### config.mk
export PLATFORM = sky130hd
export DESIGN_NAME = execute_mc
export DESIGN_NICKNAME = d
export VERILOG_FILES = /design/src/rtl/execute_mc.sv
export SDC_FILE = /design/constraint.sdc
export NUM_CORES = 1
export LEC_CHECK = 0
export ABC_AREA = 0
export CELL_PAD_IN_SITES_DETAIL_PLACEMENT = 1
export CELL_PAD_IN_SITES_GLOBAL_PLACEMENT = 1
export CORE_MARGIN = 5
export CORE_UTILIZATION = 42
export DETAILED_ROUTE_END_ITERATION = 8
export PLACE_DENSITY_LB_ADDON = 0.1
export REMOVE_ABC_BUFFERS = 1
export SYNTH_ARGS = -nofsm -noshare
export SYNTH_HDL_FRONTEND = slang
export SYNTH_SLANG_ARGS = --single-unit
### constraint.sdc
create_clock -name clk -period 4.4 [get_ports clk]
set_clock_uncertainty 0.05 [all_clocks]
set_input_delay 0.88 -clock clk [delete_from_list [all_inputs] [get_ports clk]]
set_output_delay 0.88 -clock clk [all_outputs]
set_load 0.01 [all_outputs]
### src/rtl/execute_mc.sv
// Execute stage: operand forwarding, single-cycle ALU/branch, iterative MUL/DIVU/REMU.
// Ports: clk, rst (async active-low), flush, in/out valid-ready handshake, operands, result/newPC/takeBr, busy.
module execute_mc #(
    parameter int WIDTH   = 16,
    parameter int NUM_FWD = 4,
    parameter int SELW    = 3
) (
    input  logic                     clk,
    input  logic                     rst,
    input  logic                     flush,
    input  logic                     inValid,
    output logic                     inReady,
    input  logic [3:0]               opcode,
    input  logic [2:0]               brchSig,
    input  logic [WIDTH-1:0]         inA,
    input  logic [WIDTH-1:0]         inB,
    input  logic [SELW-1:0]          fwSelA,
    input  logic [SELW-1:0]          fwSelB,
    input  logic [NUM_FWD*WIDTH-1:0] fwData,
    input  logic [WIDTH-1:0]         incPC,
    input  logic [WIDTH-1:0]         imm,
    output logic                     outValid,
    input  logic                     outReady,
    output logic [WIDTH-1:0]         result,
    output logic [WIDTH-1:0]         newPC,
    output logic                     takeBr,
    output logic                     busy
);
    localparam int SHW = $clog2(WIDTH);
    localparam int CW  = $clog2(WIDTH);

    typedef enum logic [1:0] {IDLE, ITER, DONE} state_e;

    state_e           state_q, state_d;
    logic [CW-1:0]    cnt_q, cnt_d;
    logic [1:0]       md_q, md_d;
    logic [WIDTH-1:0] acc_q, acc_d;
    logic [WIDTH-1:0] q_q, q_d;
    logic [WIDTH-1:0] b_q, b_d;
    logic [WIDTH-1:0] pc_q, pc_d;
    logic [WIDTH-1:0] result_q, result_d;
    logic [WIDTH-1:0] newpc_q, newpc_d;
    logic             takebr_q, takebr_d;
    logic             outvalid_q, outvalid_d;

    logic [WIDTH-1:0] fa, fb, alu_res;
    logic [WIDTH-1:0] acc_step, q_step, b_step;
    logic [WIDTH:0]   r_sh, diff;
    logic             accept, out_free, is_md, br_taken;

    // md_q: 0 = MUL (acc holds product), 1 = DIVU (q holds quotient), 2 = REMU (acc holds remainder)
    function automatic logic [WIDTH-1:0] md_pick(input logic [1:0] op,
                                                 input logic [WIDTH-1:0] acc,
                                                 input logic [WIDTH-1:0] q);
        return (op == 2'd1) ? q : acc;
    endfunction

    always_comb begin
        fa = inA;
        fb = inB;
        for (int k = 1; k <= NUM_FWD; k++) begin
            if (fwSelA == SELW'(k)) fa = fwData[(k-1)*WIDTH +: WIDTH];
            if (fwSelB == SELW'(k)) fb = fwData[(k-1)*WIDTH +: WIDTH];
        end
    end

    assign out_free = ~outvalid_q | outReady;
    assign inReady  = (state_q == IDLE) & out_free & ~flush;
    assign accept   = inValid & inReady;
    assign is_md    = (opcode == 4'd8) | (opcode == 4'd9) | (opcode == 4'd10);

    always_comb begin
        case (opcode)
            4'd0:    alu_res = fa + fb;
            4'd1:    alu_res = fa - fb;
            4'd2:    alu_res = fa & fb;
            4'd3:    alu_res = fa | fb;
            4'd4:    alu_res = fa ^ fb;
            4'd5:    alu_res = ($signed(fa) < $signed(fb)) ? WIDTH'(1) : '0;
            4'd6:    alu_res = fa << fb[SHW-1:0];
            4'd7:    alu_res = fa >> fb[SHW-1:0];
            4'd12:   alu_res = imm;
            default: alu_res = '0;
        endcase
        case (brchSig)
            3'b000:  br_taken = (fa == '0);
            3'b001:  br_taken = (fa != '0);
            3'b010:  br_taken = fa[WIDTH-1];
            3'b011:  br_taken = ~fa[WIDTH-1];
            default: br_taken = 1'b0;
        endcase
    end

    // One iteration: MUL is LSB-first shift-add (q = multiplier, b = shifted multiplicand);
    // DIV is restoring (q shifts dividend out / quotient in, acc = partial remainder).
    // A zero divisor never subtracts-negative, giving all-ones quotient and remainder = A.
    always_comb begin
        r_sh = {acc_q, q_q[WIDTH-1]};
        diff = r_sh - {1'b0, b_q};
        if (md_q == 2'd0) begin
            acc_step = acc_q + (q_q[0] ? b_q : '0);
            q_step   = q_q >> 1;
            b_step   = b_q << 1;
        end else begin
            acc_step = diff[WIDTH] ? r_sh[WIDTH-1:0] : diff[WIDTH-1:0];
            q_step   = {q_q[WIDTH-2:0], ~diff[WIDTH]};
            b_step   = b_q;
        end
    end

    always_comb begin
        state_d    = state_q;
        cnt_d      = cnt_q;
        md_d       = md_q;
        acc_d      = acc_q;
        q_d        = q_q;
        b_d        = b_q;
        pc_d       = pc_q;
        result_d   = result_q;
        newpc_d    = newpc_q;
        takebr_d   = takebr_q;
        outvalid_d = outvalid_q;
        if (outvalid_q & outReady) outvalid_d = 1'b0;
        case (state_q)
            IDLE: begin
                if (accept) begin
                    if (is_md) begin
                        state_d = ITER;
                        cnt_d   = CW'(WIDTH - 1);
                        md_d    = opcode[1:0];
                        acc_d   = '0;
                        q_d     = fa;
                        b_d     = fb;
                        pc_d    = incPC;
                    end else begin
                        result_d   = alu_res;
                        takebr_d   = (opcode == 4'd11) & br_taken;
                        newpc_d    = takebr_d ? incPC + imm : incPC;
                        outvalid_d = 1'b1;
                    end
                end
            end
            ITER: begin
                acc_d = acc_step;
                q_d   = q_step;
                b_d   = b_step;
                cnt_d = cnt_q - 1'b1;
                // Final step writes straight to the output when it is free,
                // so DONE is only visited when the output is blocked.
                if (cnt_q == '0) begin
                    if (out_free) begin
                        result_d   = md_pick(md_q, acc_step, q_step);
                        newpc_d    = pc_q;
                        takebr_d   = 1'b0;
                        outvalid_d = 1'b1;
                        state_d    = IDLE;
                    end else begin
                        state_d = DONE;
                    end
                end
            end
            DONE: begin
                if (out_free) begin
                    result_d   = md_pick(md_q, acc_q, q_q);
                    newpc_d    = pc_q;
                    takebr_d   = 1'b0;
                    outvalid_d = 1'b1;
                    state_d    = IDLE;
                end
            end
            default: state_d = IDLE;
        endcase
        if (flush) begin
            state_d    = IDLE;
            outvalid_d = 1'b0;
        end
    end

    always_ff @(posedge clk or negedge rst) begin
        if (!rst) begin
            state_q    <= IDLE;
            cnt_q      <= '0;
            md_q       <= '0;
            acc_q      <= '0;
            q_q        <= '0;
            b_q        <= '0;
            pc_q       <= '0;
            result_q   <= '0;
            newpc_q    <= '0;
            takebr_q   <= 1'b0;
            outvalid_q <= 1'b0;
        end else begin
            state_q    <= state_d;
            cnt_q      <= cnt_d;
            md_q       <= md_d;
            acc_q      <= acc_d;
            q_q        <= q_d;
            b_q        <= b_d;
            pc_q       <= pc_d;
            result_q   <= result_d;
            newpc_q    <= newpc_d;
            takebr_q   <= takebr_d;
            outvalid_q <= outvalid_d;
        end
    end

    assign outValid = outvalid_q;
    assign result   = result_q;
    assign newPC    = newpc_q;
    assign takeBr   = takebr_q;
    assign busy     = (state_q == ITER);
endmodule

=== Word-level counts from Yosys, hierarchy flattened ===
Cells that the tools add are included.

* Bits in registers: 106
* Bits of input ports: 146
* Output and inout bits: 36
* Word-level logic and storage cells: 148

* Add/sub/neg operators: 6
* Order comparisons: 1
* Equality and inequality tests: 37
* Shift operators: 2
* Multiplexer cells: 61
* Bitwise logic cells: 15
* Reduce and logical (&&, ||, !) cells: 15

{| class="wikitable"
|+ Operators by type and width
! cell !! number
|-
| 2-to-1 mux 16 bit || 31
|-
| case mux 16 bit (9 select lines) || 1
|-
| case mux 16 bit (2 select lines) || 3
|-
| case mux 16 bit (3 select lines) || 2
|-
| adder 16 bit || 3
|-
| equality test 4 bit, second input constant || 5
|-
| equality test 3 x 2 -> 1 bit, second input constant || 6
|-
| subtractor 17 x 16 -> 17 bit || 1
|-
| AND 16 bit || 1
|-
| equality test 4 x 3 -> 1 bit, second input constant || 4
|-
| logical NOT 16 bit || 1
|-
| < comparator 16 bit || 1
|-
| bitwise OR 16 bit || 1
|-
| nonzero test 16 bit || 1
|-
| left shift 16 x 4 -> 16 bit || 1
|-
| right shift 16 x 4 -> 16 bit || 1
|-
| subtractor 16 bit || 1
|-
| XOR 16 bit || 1
|-
| 2-to-1 mux 2 bit || 6
|-
| AND reduction 4 bit || 3
|-
| 2-to-1 mux 1 bit || 11
|-
| equality test 3 x 1 -> 1 bit, second input constant || 3
|-
| inequality test 3 bit, second input constant || 3
|-
| equality test 4 x 2 -> 1 bit, second input constant || 2
|-
| other kinds (23) || 44
|}

=== Longest topological paths before layout ===
* Depth after elaboration: 12
* Gate-level depth with buffers: 22
* Mapped depth without buffers: 18

=== Worst setup path before layout ===
Ideal clock, no wire load.

* Kind: input port to flip-flop
* Start point: input fwSelB[0]
* End point: register result_q[15] (netlist: result[15])
* Library setup time: 126 ps
* Arrival time: 4570 ps
* Required time: 4224 ps
* Slack: -346 ps
* Stages on the path: 21
* Path buffers: 5
* Cells stage by stage: buf_2 > buf_4 > clkbuf_1 > clkbuf_1 > nor2_1 > a21oi_1 > o22ai_1 > a21oi_1 > nor2_1 > o21ai_0 > o221a_2 > ha_1 > clkbuf_1 > a21o_1 > a21oi_1 > a211oi_1 > o311ai_0 > o41ai_1 > a211oi_1 > a31oi_1 > a221o_1

* Word-level cells in the longest chain between the ends: 10
* Elaborated cells between the ends (all ways): 19
* Classes of those cells: 2 x add/sub; 4 x eq/ne; 2 x shift; 8 x mux; 3 x bitwise

{| class="wikitable"
|+ RTL lines
! element !! line !! text
|-
| start: declaration || 18 || <nowiki>input logic [SELW-1:0] fwSelB,</nowiki>
|-
| equality test 3 x 1 -> 1 bit || 63 || <nowiki>if (fwSelB == SELW'(k)) fb = fwData[(k-1)*WIDTH +: WIDTH];</nowiki>
|-
| 2-to-1 mux 16 bit (3 in series) || 63 ||
|-
| 2-to-1 mux 16 bit * || 63 ||
|-
| subtractor 16 bit, or another cell as far along || 75 || <nowiki>4'd1: alu_res = fa - fb;</nowiki>
|-
| case mux 16 bit (9 select lines) * || 73 || <nowiki>case (opcode)</nowiki>
|-
| 2-to-1 mux 16 bit * || 127 || <nowiki>if (is_md) begin</nowiki>
|-
| 2-to-1 mux 16 bit * || 126 || <nowiki>if (accept) begin</nowiki>
|-
| case mux 16 bit (3 select lines) * || 124 || <nowiki>case (state_q)</nowiki>
|-
| end signal: assignment || 200 || <nowiki>result_q <= result_d;</nowiki>
|-
| end: declaration || 41 || <nowiki>logic [WIDTH-1:0] result_q, result_d;</nowiki>
|}

Every way passes the cells marked *; elsewhere a longest branch is shown, timed or not. The select of a mux whose other input is x is not followed.
A chain may end at the register's enable or synchronous reset.

=== Final worst setup path ===
* Start point: input fwSelA[1]
* End point: register result_q[14] (netlist: result[14])

* Word-level cells in the longest chain between the ends: 10
* Elaborated cells between the ends (all ways): 19
* Classes of those cells: 2 x add/sub; 4 x eq/ne; 2 x shift; 8 x mux; 3 x bitwise

{| class="wikitable"
|+ RTL lines
! element !! line !! text
|-
| start: declaration || 17 || <nowiki>input logic [SELW-1:0] fwSelA,</nowiki>
|-
| equality test 3 x 1 -> 1 bit || 62 || <nowiki>if (fwSelA == SELW'(k)) fa = fwData[(k-1)*WIDTH +: WIDTH];</nowiki>
|-
| 2-to-1 mux 16 bit (3 in series) || 62 ||
|-
| 2-to-1 mux 16 bit * || 62 ||
|-
| subtractor 16 bit, or another cell as far along || 75 ||
|-
| case mux 16 bit (9 select lines) * || 73 ||
|-
| 2-to-1 mux 16 bit * || 127 ||
|-
| 2-to-1 mux 16 bit * || 126 ||
|-
| case mux 16 bit (3 select lines) * || 124 ||
|}

Marks and branches as above.

==> results.py <==
metrics = {
    "grt": {
        "grt_overflow": 0,
        "grt_pass1_vias": 16720,
        "antenna_found_initial": 1,
        "grt_use_total_pct": 34.74,
        "grt_max_degree": 56,
        "grt_pass1_wl_mm": 97.76,
    },
    "placed_design": {
        "dp_hpwl_mm": 52.42,
        "port_buffers": 181,
        "post_dp_cell_area_um2": 17440,
        "dp.cells": 2540,
        "routabilityCongestion": 1.000,
    },
    "floorplan": {
        "ios": 182,
        "core_area_um2": 31640,
        "die_h_um": 189.2,
        "start_util_pct": 42.63,
        "die_area_um2": 35790,
        "die_w_um": 189.2,
        "placementRows": 65,
    },
    "clock_tree": {
        "root_buffer": "clkbuf_16",
        "cts.htree.levels": 3,
        "cts_buffers": 9,
        "cts_sinks": 106,
        "cts_hold_buffers": 0,
        "cts_tree": "built",
        "clkSlewWorstSetupHoldPaths_ns": 0.08,
        "cts_buffer_depth": 2,
        "clk_latency_ns": 0.38,
    },
    "run_status": {
        "violations": "negative setup slack",
        "status": "complete, but fails checks",
    },
    "min_path": {
        "hp-class": "reg2reg",
    },
    "setup_path": {
        "crit_fanout": 9,
        "critPathRequiredTime_ns": 4.60,
        "endpoint_kind": "flip-flop",
        "startpoint_type": "input port",
        "critPathKind": "in2reg",
        "arrival_ns": 4.63,
    },
    "synth": {
        "syn_inst": 1794,
        "syn_area_um2": 13490,
        "synth_warnings": 0,
        "synth_area_per_cell_um2": 7.517,
        "ys_async_sr_fraction_pct": 100.0,
        "synth-edff-count": 0,
        "synth_top_area_share_pct": 19.67,
        "yosysUniqueCellTypes": 89,
        "yosys.area.top_type": "dfrtp_1",
        "ys_seq_area_share_pct": 19.67,
        "synth_area_leaders": "dfrtp_1, ha_1, mux2i_1",
        "ys_ff_latch": 106,
        "synthFlopType": "dfrtp_1",
    },
    "sta": {
        "fmax_mhz": 225.7,
        "post-route-min-period_ns": 4.430,
        "final_max_slew_viol_count": 0,
        "maxSlewHeadroom_pct": 29.59,
        "final.setup.tns_ns": -0.03005,
        "rsz0062_at_grt": "yes",
        "worstMarginPinSlew_ns": 1.056,
        "timing.final.ws_setup_ns": -0.03005,
        "min_period_over_period_pct": 100.7,
        "setup-violations-final": 1,
        "hold_viol": 0,
    },
    "pwr": {
        "clkPwrFrac_pct": 12.8,
        "power.internal_mw": 3.711,
        "power.density_nw_per_um2": 390.9,
        "swShare_pct": 47.30,
        "total_power_mw": 7.042,
        "combPwrFrac_pct": 63.0,
        "p_seq_share_pct": 24.2,
        "static-leakage-power_nw": 8.054,
        "peakVddDrop_mv": 0.2817,
        "power_switching_mw": 3.331,
    },
    "detailed_routing": {
        "dr_total_vias": 15954,
        "antenna_left": 0,
        "wirelength_mm": 64.41,
        "wl_per_cell_um": 25.10,
        "post-route-drc-count": 0,
        "drt_iter0_drc": 1398,
        "routed_via_density": 6.217,
        "drtPass1Iterations": 6,
    },
    "cells_and_area": {
        "stdcell_count": 2566,
        "layout_commonest_cell": "buf_4",
        "area_growth_pct": 33.57,
        "finalInstanceArea_um2": 18010,
        "final_cell_mix": "buf_4, nand2_1, nor2_1, clkdlybuf4s50_1, o21ai_0",
        "diodes": 0,
        "drive_above_1_share_pct": 19.18,
        "nNetsFinal": 2412,
    },
    "flow_run": {
        "drv_cap": 0,
    },
}
[power by group through the flow]
stage	clock network (mW)	logic, mW	registers, mW
detailed placement	0	4.24	1.71
CTS	0.921	4.30	1.69
global placement	0	4.09	1.68
floorplan	0	2.31	1.61
global route	0.957	4.78	1.74
finish	0.903	4.44	1.70
[metrics by stage]
step / hold slack, ns / setup slack (ns) / utilization (%)
2_1_floorplan: 0.4217 / -0.3675 / -
3_3_place_gp: 0.4223 / -0.5171 / 55.11
3_5_place_dp: 0.4321 / -0.6328 / 55.11
4_1_cts: 0.4502 / 0.001354 / 56.41
5_1_grt: 0.4532 / -0.1283 / 56.93
6_report: 0.4410 / -0.03005 / 56.93
[synthesized netlist by cell type, types with 11 or more instances]
master	count
nor2b_1	17
o221ai_1	12
nor2_1	185
dfrtp_1	106
buf_2	13
o21a_1	13
ha_1	102
a22oi_1	11
clkbuf_1	75
o21ai_1	13
xnor2_1	32
xor2_1	14
o21ai_0	132
nand2b_1	23
o22ai_1	18
a21oi_1	128
a31oi_1	22
nand3_1	46
mux2_2	19
and2_1	25
a2bb2oi_1	11
a221o_1	14
or3_1	19
inv_1	88
nor3_1	36
o211ai_1	17
nand2_1	210
buf_1	12
inv_2	11
a21o_1	18
o31ai_1	12
a211oi_1	33
o221a_2	17
mux2i_1	113
[repair_timing]
item	4_1_cts	5_1_grt
pin swaps	3	6
setup buffers	3	7
cloned	0	0
endpoints found under the setup margin	12	10
resized for setup	16	28
[area by class of cell]
cell class	count	area [µm²]
Clock inverter	6	83.83
Inverter	99	371.6
Tap cell	402	503.0
Multi-Input combinational cell	1479	10160
Sequential cell	106	2653
Fill cell	3896	13620
Timing Repair Buffer	464	3998
Clock buffer	10	239.0
[worst paths after layout]
check | from | cells past startpoint | to | slack (ns)
max in group asynchronous | rst | 2 | b_q[6] | 2.83
min reg2reg | takeBr | 2 | takeBr | 0.44
min | takeBr | 2 | takeBr | 0.44
max reg2reg | q_q[15] | 15 | result[1] | 0.16
min in group asynchronous | rst | 1 | takeBr | 0.50
max | fwSelA[1] | 18 | result[14] | -0.03
[state kept, by name, indices dropped and copies added (netlist names)]
name,cells
cnt_q,4
q_q,16
outValid,1
md_q,2
b_q,16
result,16
newPC,16
acc_q,16
pc_q,16
state_q,2
takeBr,1
[layer usage]
metal  part of all wire (%)  up-vias  GRT usage [%]
li1                       -     7289              -
met1                     43     7836          45.52
met2                     45      656          56.66
met3                    6.8      171          4.701
met4                    5.8        2          16.62
met5                  0.026        -              0
[cell families after synthesis]
family | Yosys count | share of synthesized area, %
flops | 106 | 19.67
compound gates | 581 | 29.52
fa+ha+maj | 107 | 10.21
simple gates | 608 | 20.62
xor+xnor | 47 | 3.192
buf+inv | 209 | 6.467
mux | 136 | 10.33
[critical path: stages]
cell and delay, ns:
dlygate4sd2_1 0.31, buf_4 0.21, nand2b_2 0.23, buf_4 0.17, a2bb2oi_1 0.15, o221ai_2 0.21, inv_1 0.14, ha_4 0.31
inv_1 0.08, o21a_1 0.21, nor3_2 0.30, a21oi_2 0.09, a221o_1 0.36, buf_4 0.14, o41a_1 0.32, mux2i_1 0.16
o41ai_1 0.28, nand2_1 0.08
No activity file was read; power rests on OpenSTA's default activity.
